### config.mk
export PLATFORM = sky130hd
export DESIGN_NAME = cv32e40p_apu_wb_scheduler_flat
export DESIGN_NICKNAME = d
export VERILOG_FILES = /design/src/rtl/cv32e40p_apu_wb_scheduler_if.sv /design/src/rtl/cv32e40p_apu_wb_scheduler.sv /design/src/flat_wrapper.sv
export SDC_FILE = /design/constraint.sdc
export NUM_CORES = 1
export LEC_CHECK = 0
export BUFFER_PORTS_ARGS = -buffer_cell sky130_fd_sc_hd__buf_2
export CORE_ASPECT_RATIO = 1.1
export CORE_UTILIZATION = 45
export CTS_CLUSTER_SIZE = 25
export DETAILED_ROUTE_END_ITERATION = 6
export GPL_ROUTABILITY_DRIVEN = 0
export SETUP_SLACK_MARGIN = 0.02
export SLEW_MARGIN = 20
export SYNTH_ARGS = -nofsm -noshare
export SYNTH_HDL_FRONTEND = slang
export SYNTH_SLANG_ARGS = --single-unit
### constraint.sdc
create_clock -name clk -period 2.88 [get_ports clk]
set_clock_uncertainty 0.2 [all_clocks]
set_input_delay 0.432 -clock clk [delete_from_list [all_inputs] [get_ports clk]]
set_output_delay 0.432 -clock clk [all_outputs]
set_load 0.05 [all_outputs]
### src/rtl/cv32e40p_apu_wb_scheduler_if.sv
// APU issue / writeback bundle between the ID-stage issue logic and the
// writeback slot scheduler.
//   master : issue logic side  (drives issue_*, observes ready and wb_*)
//   slave  : scheduler side    (accepts issue_*, drives ready and wb_*)
// Signals:
//   issue_valid  issue request (must not depend on issue_ready)
//   issue_class  op class, stable while issue_valid=1
//   issue_tag    destination tag
//   issue_ready  issue accepted this cycle if valid&ready
//   wb_valid     result retires this cycle (no backpressure)
//   wb_tag       tag of retiring op
//   wb_class     class of retiring op
interface cv32e40p_apu_wb_scheduler_if #(
  parameter int unsigned TAG_W = 5,
  parameter int unsigned CLS_W = 3
);
  logic             issue_valid;
  logic [CLS_W-1:0] issue_class;
  logic [TAG_W-1:0] issue_tag;
  logic             issue_ready;
  logic             wb_valid;
  logic [TAG_W-1:0] wb_tag;
  logic [CLS_W-1:0] wb_class;

  modport master (
    output issue_valid, issue_class, issue_tag,
    input  issue_ready, wb_valid, wb_tag, wb_class
  );

  modport slave (
    input  issue_valid, issue_class, issue_tag,
    output issue_ready, wb_valid, wb_tag, wb_class
  );
endinterface

### src/rtl/cv32e40p_apu_wb_scheduler.sv
// Fixed-latency APU writeback slot scheduler.
// A shift register of D = 2**LW-1 slots models future writeback cycles:
// slot i holds the op that retires i cycles from now. An issue of latency L
// lands in slot L-1 after the shift, so it is refused when slot L is already
// occupied, which guarantees at most one result per cycle.
// Ports:
//   clk, rst_n      clock, synchronous active-low reset
//   apu (slave)     issue handshake and writeback result (see interface)
//   flush_i         drop all in-flight ops, block issue this cycle
//   query_tag_i     tag for RAW hazard lookup
//   query_hit_o     some in-flight op (including the retiring one) matches
//   inflight_cnt_o  number of valid slots
//   busy_o          inflight_cnt_o != 0
module cv32e40p_apu_wb_scheduler #(
  parameter int unsigned             NCLASS    = 6,
  parameter int unsigned             LW        = 3,
  parameter logic [NCLASS*LW-1:0]    LAT_TABLE = {3'd5, 3'd4, 3'd2, 3'd1, 3'd1, 3'd1},
  parameter int unsigned             TAG_W     = 5,
  parameter int unsigned             CLS_W     = $clog2(NCLASS)
) (
  input  logic                         clk,
  input  logic                         rst_n,
  cv32e40p_apu_wb_scheduler_if.slave   apu,
  input  logic                         flush_i,
  input  logic [TAG_W-1:0]             query_tag_i,
  output logic                         query_hit_o,
  output logic [LW-1:0]                inflight_cnt_o,
  output logic                         busy_o
);

  localparam int unsigned D = (1 << LW) - 1;

  logic [D-1:0]     v_q;
  logic [TAG_W-1:0] tag_q [D];
  logic [CLS_W-1:0] cls_q [D];
  logic [LW-1:0]    cnt_q;

  logic [LW-1:0]    lat;
  logic             slot_busy;
  logic             accept;

  // Latency lookup; out-of-range classes yield 0 and trip the assertion.
  always_comb begin
    lat = '0;
    for (int unsigned i = 0; i < NCLASS; i++) begin
      if (apu.issue_class == CLS_W'(i)) lat = LAT_TABLE[i*LW +: LW];
    end
  end

  // The target slot after the shift is L-1, i.e. slot L now. L == D targets
  // the slot that is refilled empty from the top, so it never conflicts.
  always_comb begin
    slot_busy = 1'b0;
    for (int unsigned i = 1; i < D; i++) begin
      if (lat == LW'(i)) slot_busy = v_q[i];
    end
  end

  assign apu.issue_ready = !flush_i && !slot_busy;
  assign accept          = apu.issue_valid && apu.issue_ready;

  // Reset and flush both empty the pipeline; reset differs only in that it
  // also overrides flush, which is equivalent here.
  always_ff @(posedge clk) begin
    if (!rst_n || flush_i) begin
      v_q   <= '0;
      cnt_q <= '0;
      for (int unsigned i = 0; i < D; i++) begin
        tag_q[i] <= '0;
        cls_q[i] <= '0;
      end
    end else begin
      for (int unsigned i = 0; i < D - 1; i++) begin
        v_q[i]   <= v_q[i+1];
        tag_q[i] <= tag_q[i+1];
        cls_q[i] <= cls_q[i+1];
      end
      v_q[D-1]   <= 1'b0;
      tag_q[D-1] <= '0;
      cls_q[D-1] <= '0;

      if (accept) begin
        for (int unsigned i = 0; i < D; i++) begin
          if (lat == LW'(i + 1)) begin
            v_q[i]   <= 1'b1;
            tag_q[i] <= apu.issue_tag;
            cls_q[i] <= apu.issue_class;
          end
        end
      end

      case ({accept, v_q[0]})
        2'b10:   cnt_q <= cnt_q + 1'b1;
        2'b01:   cnt_q <= cnt_q - 1'b1;
        default: cnt_q <= cnt_q;
      endcase
    end
  end

  always_comb begin
    apu.wb_valid = v_q[0];
    apu.wb_tag   = v_q[0] ? tag_q[0] : '0;
    apu.wb_class = v_q[0] ? cls_q[0] : '0;
  end

  always_comb begin
    query_hit_o = 1'b0;
    for (int unsigned i = 0; i < D; i++) begin
      if (v_q[i] && (tag_q[i] == query_tag_i)) query_hit_o = 1'b1;
    end
  end

  assign inflight_cnt_o = cnt_q;
  assign busy_o         = (cnt_q != '0);

  a_lat_legal: assert property (@(posedge clk) disable iff (!rst_n)
    apu.issue_valid |-> (lat != '0) && (int'(lat) <= int'(D)));

  a_cnt_popcount: assert property (@(posedge clk) disable iff (!rst_n)
    int'(cnt_q) == $countones(v_q));

endmodule

### src/flat_wrapper.sv
// flat-port wrapper written by rule: the top's interface ports become plain ports
module cv32e40p_apu_wb_scheduler_flat 
#(
  parameter int unsigned             NCLASS    = 6,
  parameter int unsigned             LW        = 3,
  parameter logic [NCLASS*LW-1:0]    LAT_TABLE = {3'd5, 3'd4, 3'd2, 3'd1, 3'd1, 3'd1},
  parameter int unsigned             TAG_W     = 5,
  parameter int unsigned             CLS_W     = $clog2(NCLASS)
)
  (clk, rst_n, flush_i, query_tag_i, query_hit_o, inflight_cnt_o, busy_o, apu_issue_valid, apu_issue_class, apu_issue_tag, apu_issue_ready, apu_wb_valid, apu_wb_tag, apu_wb_class);
  cv32e40p_apu_wb_scheduler_if #(.TAG_W(TAG_W), .CLS_W(CLS_W)) apu_i ();
  input  logic clk;
  input  logic rst_n;
  input  logic flush_i;
  input  logic [TAG_W-1:0] query_tag_i;
  output logic query_hit_o;
  output logic [LW-1:0] inflight_cnt_o;
  output logic busy_o;
  input wire logic [$bits(apu_i.issue_valid)-1:0] apu_issue_valid;
  input wire logic [$bits(apu_i.issue_class)-1:0] apu_issue_class;
  input wire logic [$bits(apu_i.issue_tag)-1:0] apu_issue_tag;
  output wire logic [$bits(apu_i.issue_ready)-1:0] apu_issue_ready;
  output wire logic [$bits(apu_i.wb_valid)-1:0] apu_wb_valid;
  output wire logic [$bits(apu_i.wb_tag)-1:0] apu_wb_tag;
  output wire logic [$bits(apu_i.wb_class)-1:0] apu_wb_class;
  assign apu_i.issue_valid = apu_issue_valid;
  assign apu_i.issue_class = apu_issue_class;
  assign apu_i.issue_tag = apu_issue_tag;
  assign apu_issue_ready = apu_i.issue_ready;
  assign apu_wb_valid = apu_i.wb_valid;
  assign apu_wb_tag = apu_i.wb_tag;
  assign apu_wb_class = apu_i.wb_class;
  cv32e40p_apu_wb_scheduler #(.NCLASS(NCLASS), .LW(LW), .LAT_TABLE(LAT_TABLE), .TAG_W(TAG_W), .CLS_W(CLS_W)) u_core (.clk(clk), .rst_n(rst_n), .apu(apu_i), .flush_i(flush_i), .query_tag_i(query_tag_i), .query_hit_o(query_hit_o), .inflight_cnt_o(inflight_cnt_o), .busy_o(busy_o));
endmodule
==> summary.md <==
| Metric | Value |
|---|---|
| Outcome | completed |
| Worst EP required | 2.25 ns |
| Routed WL per cell | approximately 12 um |
| Clock Path Buffers | 2 |
| Fin. max-slew vios | 0 |
| Number of cell rows | 31 |
| Worst Hold Endpoint | u_core.cls_q[5][2]$_DFF_P_ |
| Sequential fraction of the synthesis area | 58.9% |
| TritonCTS clock tree | done |
| RR Startpoint | u_core.v_q[5]$_SDFF_PP0_ |
| Fmax | 0.413 GHz |
| Met1 Use GR | 18.9% |
| Final design utilization | between 50% and 60% |
| Crit path launch type | flip-flop |
| Syn avg cell area | 12.0 um^2 |
| Htree depth | 3 |
| Starting Density | 46.4% |
| Port bufs | 31 |
| Worst Hold Path Cells | 1 |
| Clk_lat worst skew | 0.33 ns |
| Post-Layout Cell Count | 427 |
| Tmin final | 2.42 ns |
| Initial antenna violation count | 0 |
| GRT Total Usage | 16.2% |
| FF+latch count, synth | 66 |
| Internal | 1.51 mW |
| Worst min-delay path startpoint | u_core.cls_q[6][2]$_SDFFCE_PN0P_ |
| DRT Wirelength | 5.14 mm |
| Clock-pin transition on the worst setup and hold timing paths | 0.07 ns |
| Max FO, Critical Path | 2 |
| Worst-Margin Slew | approximately 0.65 ns |
| GR Util met3 | 5.26% |
| Peak supply drop | 393 uV |
| Total power draw | 1.98 mW |
| RSZ-0062 raised after global routing | false |
| Pwr dens | around 540 nW/um^2 |
| GRT overflow | 0 |
| DR pass1 iterations | 4 |
| Synth unique cells | 32 |
| Switching part of the total power | 23.7% |
| Clock Power Share | 36.7% |
| Vias | 1,922 |
| Die Y | 88.5 um |
| Slew headroom | 56.5% |
| R2r worst-path depth | 9 |
| Die Width | 80.6 um |
| Vias per cell | around 4.5 |
| Asr flop ratio synth | 0% |
| Worst path max stage delay | 0.42 ns |
| First-pass GRT wire length | ~8.4 mm |
| Post-synth EDFFs | 48 |
| Class of the most critical hold timing path | reg2reg |
| Hold_buf cts | 0 |
| Global Route met2 Usage | 27.2% |
| CP Cell Sequence | xor2_1, nor4_1, and3_1, a31oi_1, nand4_1, buf_2 |
| Final HPWL DP | 3.78 mm |
| Setup TNS | 0 ns |
| Leakage dissipation | 1.64 nW |
| DP Cell Count | 411 |
| Syn-to-layout area delta | 19.8% |
| Combinational Power Share | 8.2% |
| Number of global-route vias before repair | about 1,800 |
| Post-route clock period utilization | between 80% and 90% |
| Final setup vio count | 0 |
| Root Driver | clkbuf_8 |
| Slowest CP cell | edfxtp_1 |
| Cell count after synthesis | 255 |
| Crit path DAT | 1.79 ns |
| Drt initial violations | 68 |
| Design Area, Final | 3660 um^2 |
| Max Cap Viol | 0 |
| Placed cell areas | 3470 um^2 |
| Hold Violations, Final | 0 |
| TritonCTS Buffers | 9 |
| Seq pwr share | roughly 55% |
| Pin count of the biggest net entering global routing | 35 |
| Drt drc | 0 |
| Mapped cell area | 3060 um^2 |
| Ys Warns | 0 |
| Reg2reg end | u_core.inflight_cnt_o[2]$_SDFFE_PP0P_ |
| Resized cells post-CTS | 0 |
| GR peak layer | met2 |
| Final ANT Viol Nets | 0 |
| R2r setup slk | 0.63 ns |
| Layout cell share with drive strength beyond 1 | 15.1% |
| Sink Count | 66 |
| Post-synth top flop | edfxtp_1 |
| Total setup buffers inserted after CTS | 0 |
| Nets | 359 |
| Core area | 6590 um^2 |
| Critical path capture point type | primary output |
| Ant. Diodes | 0 |
| Net Sw Power | 0.470 mW |
| Critical path class | reg2out |
| I/O pin total | 32 |
| Die ar. | 7130 um^2 |
==> power by group through the flow <==
stage / Sequential, mW / Clock, mW / Combinational (mW)
6_report: 1.09 / 0.728 / 0.162
5_1_grt: 1.10 / 0.800 / 0.184
4_1_cts: 1.09 / 0.760 / 0.164
3_5_place_dp: 1.11 / 0 / 0.164
3_3_place_gp: 1.11 / 0 / 0.162
2_1_floorplan: 1.11 / 0 / 0.120
==> cell usage after synthesis, types with 2 or more instances <==
master | instances | area [um^2]
edfxtp_1 | 48 | 1440
nand2b_1 | 2 | 12.5
xor2_1 | 26 | 228
nor3_1 | 2 | 10.0
clkbuf_1 | 6 | 22.5
nand4_1 | 2 | 12.5
conb_1 | 2 | 7.51
nor2_1 | 33 | 124
nand3b_1 | 2 | 15.0
mux2i_1 | 24 | 240
xnor2_1 | 11 | 96.3
inv_1 | 6 | 22.5
a21oi_1 | 8 | 40.0
and3_1 | 6 | 37.5
nor4_1 | 6 | 37.5
buf_2 | 6 | 30.0
nand3_1 | 2 | 10.0
a31oi_1 | 3 | 18.8
nand2_1 | 3 | 11.3
and2_1 | 26 | 163
or3_1 | 3 | 18.8
dfxtp_1 | 18 | 360
==> critical path, delay by kind of cell, from the launching register on <==
family	cells	cell delay (ns)
and+or+nand+nor	3	0.55
DFF	1	0.42
buffers and inverters	1	0.27
xor gates and xnor gates	1	0.18
AOI/OAI and AO/OA	1	0.04
==> metrics by stage <==
step	setup WS (ns)	hold slack, ns
2_1_floorplan	0.475	0.220
3_3_place_gp	0.432	0.224
3_5_place_dp	0.336	0.230
4_1_cts	0.348	0.248
5_1_grt	0.285	0.266
6_report	0.460	0.243
==> flip-flops by register name, indices dropped and copies added, names as in the netlist <==
register,cells
u_core.tag_q,35
u_core.cls_q,21
u_core.v_q,7
u_core.inflight_cnt_o,3
==> cells by family after synthesis <==
| family | Yosys count | synth area share, % |
|---|---|---|
| AOI/OAI and AO/OA | 13 | 2.33 |
| xor gates and xnor gates | 37 | 10.6 |
| buffers and inverters | 20 | 3.07 |
| muxes | 24 | 7.86 |
| other | 2 | 0.246 |
| DFF | 66 | 58.9 |
| adders and majority gates | 2 | 1.06 |
| and+or+nand+nor | 91 | 15.9 |
==> routing by layer <==
metal | routed length, um | share of wire, % | vias up
met5 | 0 | 0 | -
met4 | 67 | 1.3 | 0
met3 | 177 | 3.4 | 6
met2 | 2550 | 50 | 28
met1 | 2350 | 46 | 902
li1 | - | - | 986
==> worst max-delay path by stage <==
stage,from,endpoint
after CTS,u_core.tag_q[1][4]$_SDFFCE_PP0P_,query_hit_o
after global placement,apu_issue_class[0],u_core.inflight_cnt_o[2]$_SDFFE_PP0P_
after global routing,u_core.tag_q[1][4]$_SDFFCE_PP0P_,query_hit_o
after detailed placement,apu_issue_class[0],u_core.inflight_cnt_o[2]$_SDFFE_PP0P_
after floorplan,apu_issue_class[0],apu_issue_ready
final,u_core.tag_q[2][1]$_SDFFCE_PP0P_,query_hit_o
==> layout make-up <==
class | instances | area, um^2
timing repair buffer | 33 | 170
inverter | 6 | 22.5
sequential | 66 | 1800
fill | 616 | 2930
tap | 82 | 103
clock buffer | 12 | 165
clock inverter | 4 | 25.0
multi-input combinational | 224 | 1380
==> placed cells by master (no fill, tap or decap), types with 2 or more instances in the layout <==
cell	count
nor3_1	2
mux2i_1	24
buf_4	2
clkbuf_8	12
edfxtp_1	48
buf_2	31
dfxtp_1	18
or3_1	3
nand3_1	2
nand3b_1	2
xnor2_1	11
a21oi_1	8
xor2_1	26
nor4_1	6
a31oi_1	3
clkinv_2	2
nand4_1	2
nand2b_1	2
and2_1	26
inv_1	6
and3_1	6
nor2_1	33
clkinvlp_4	2
nand2_1	3
conb_1	57
Power figures use the tool's default switching activity.
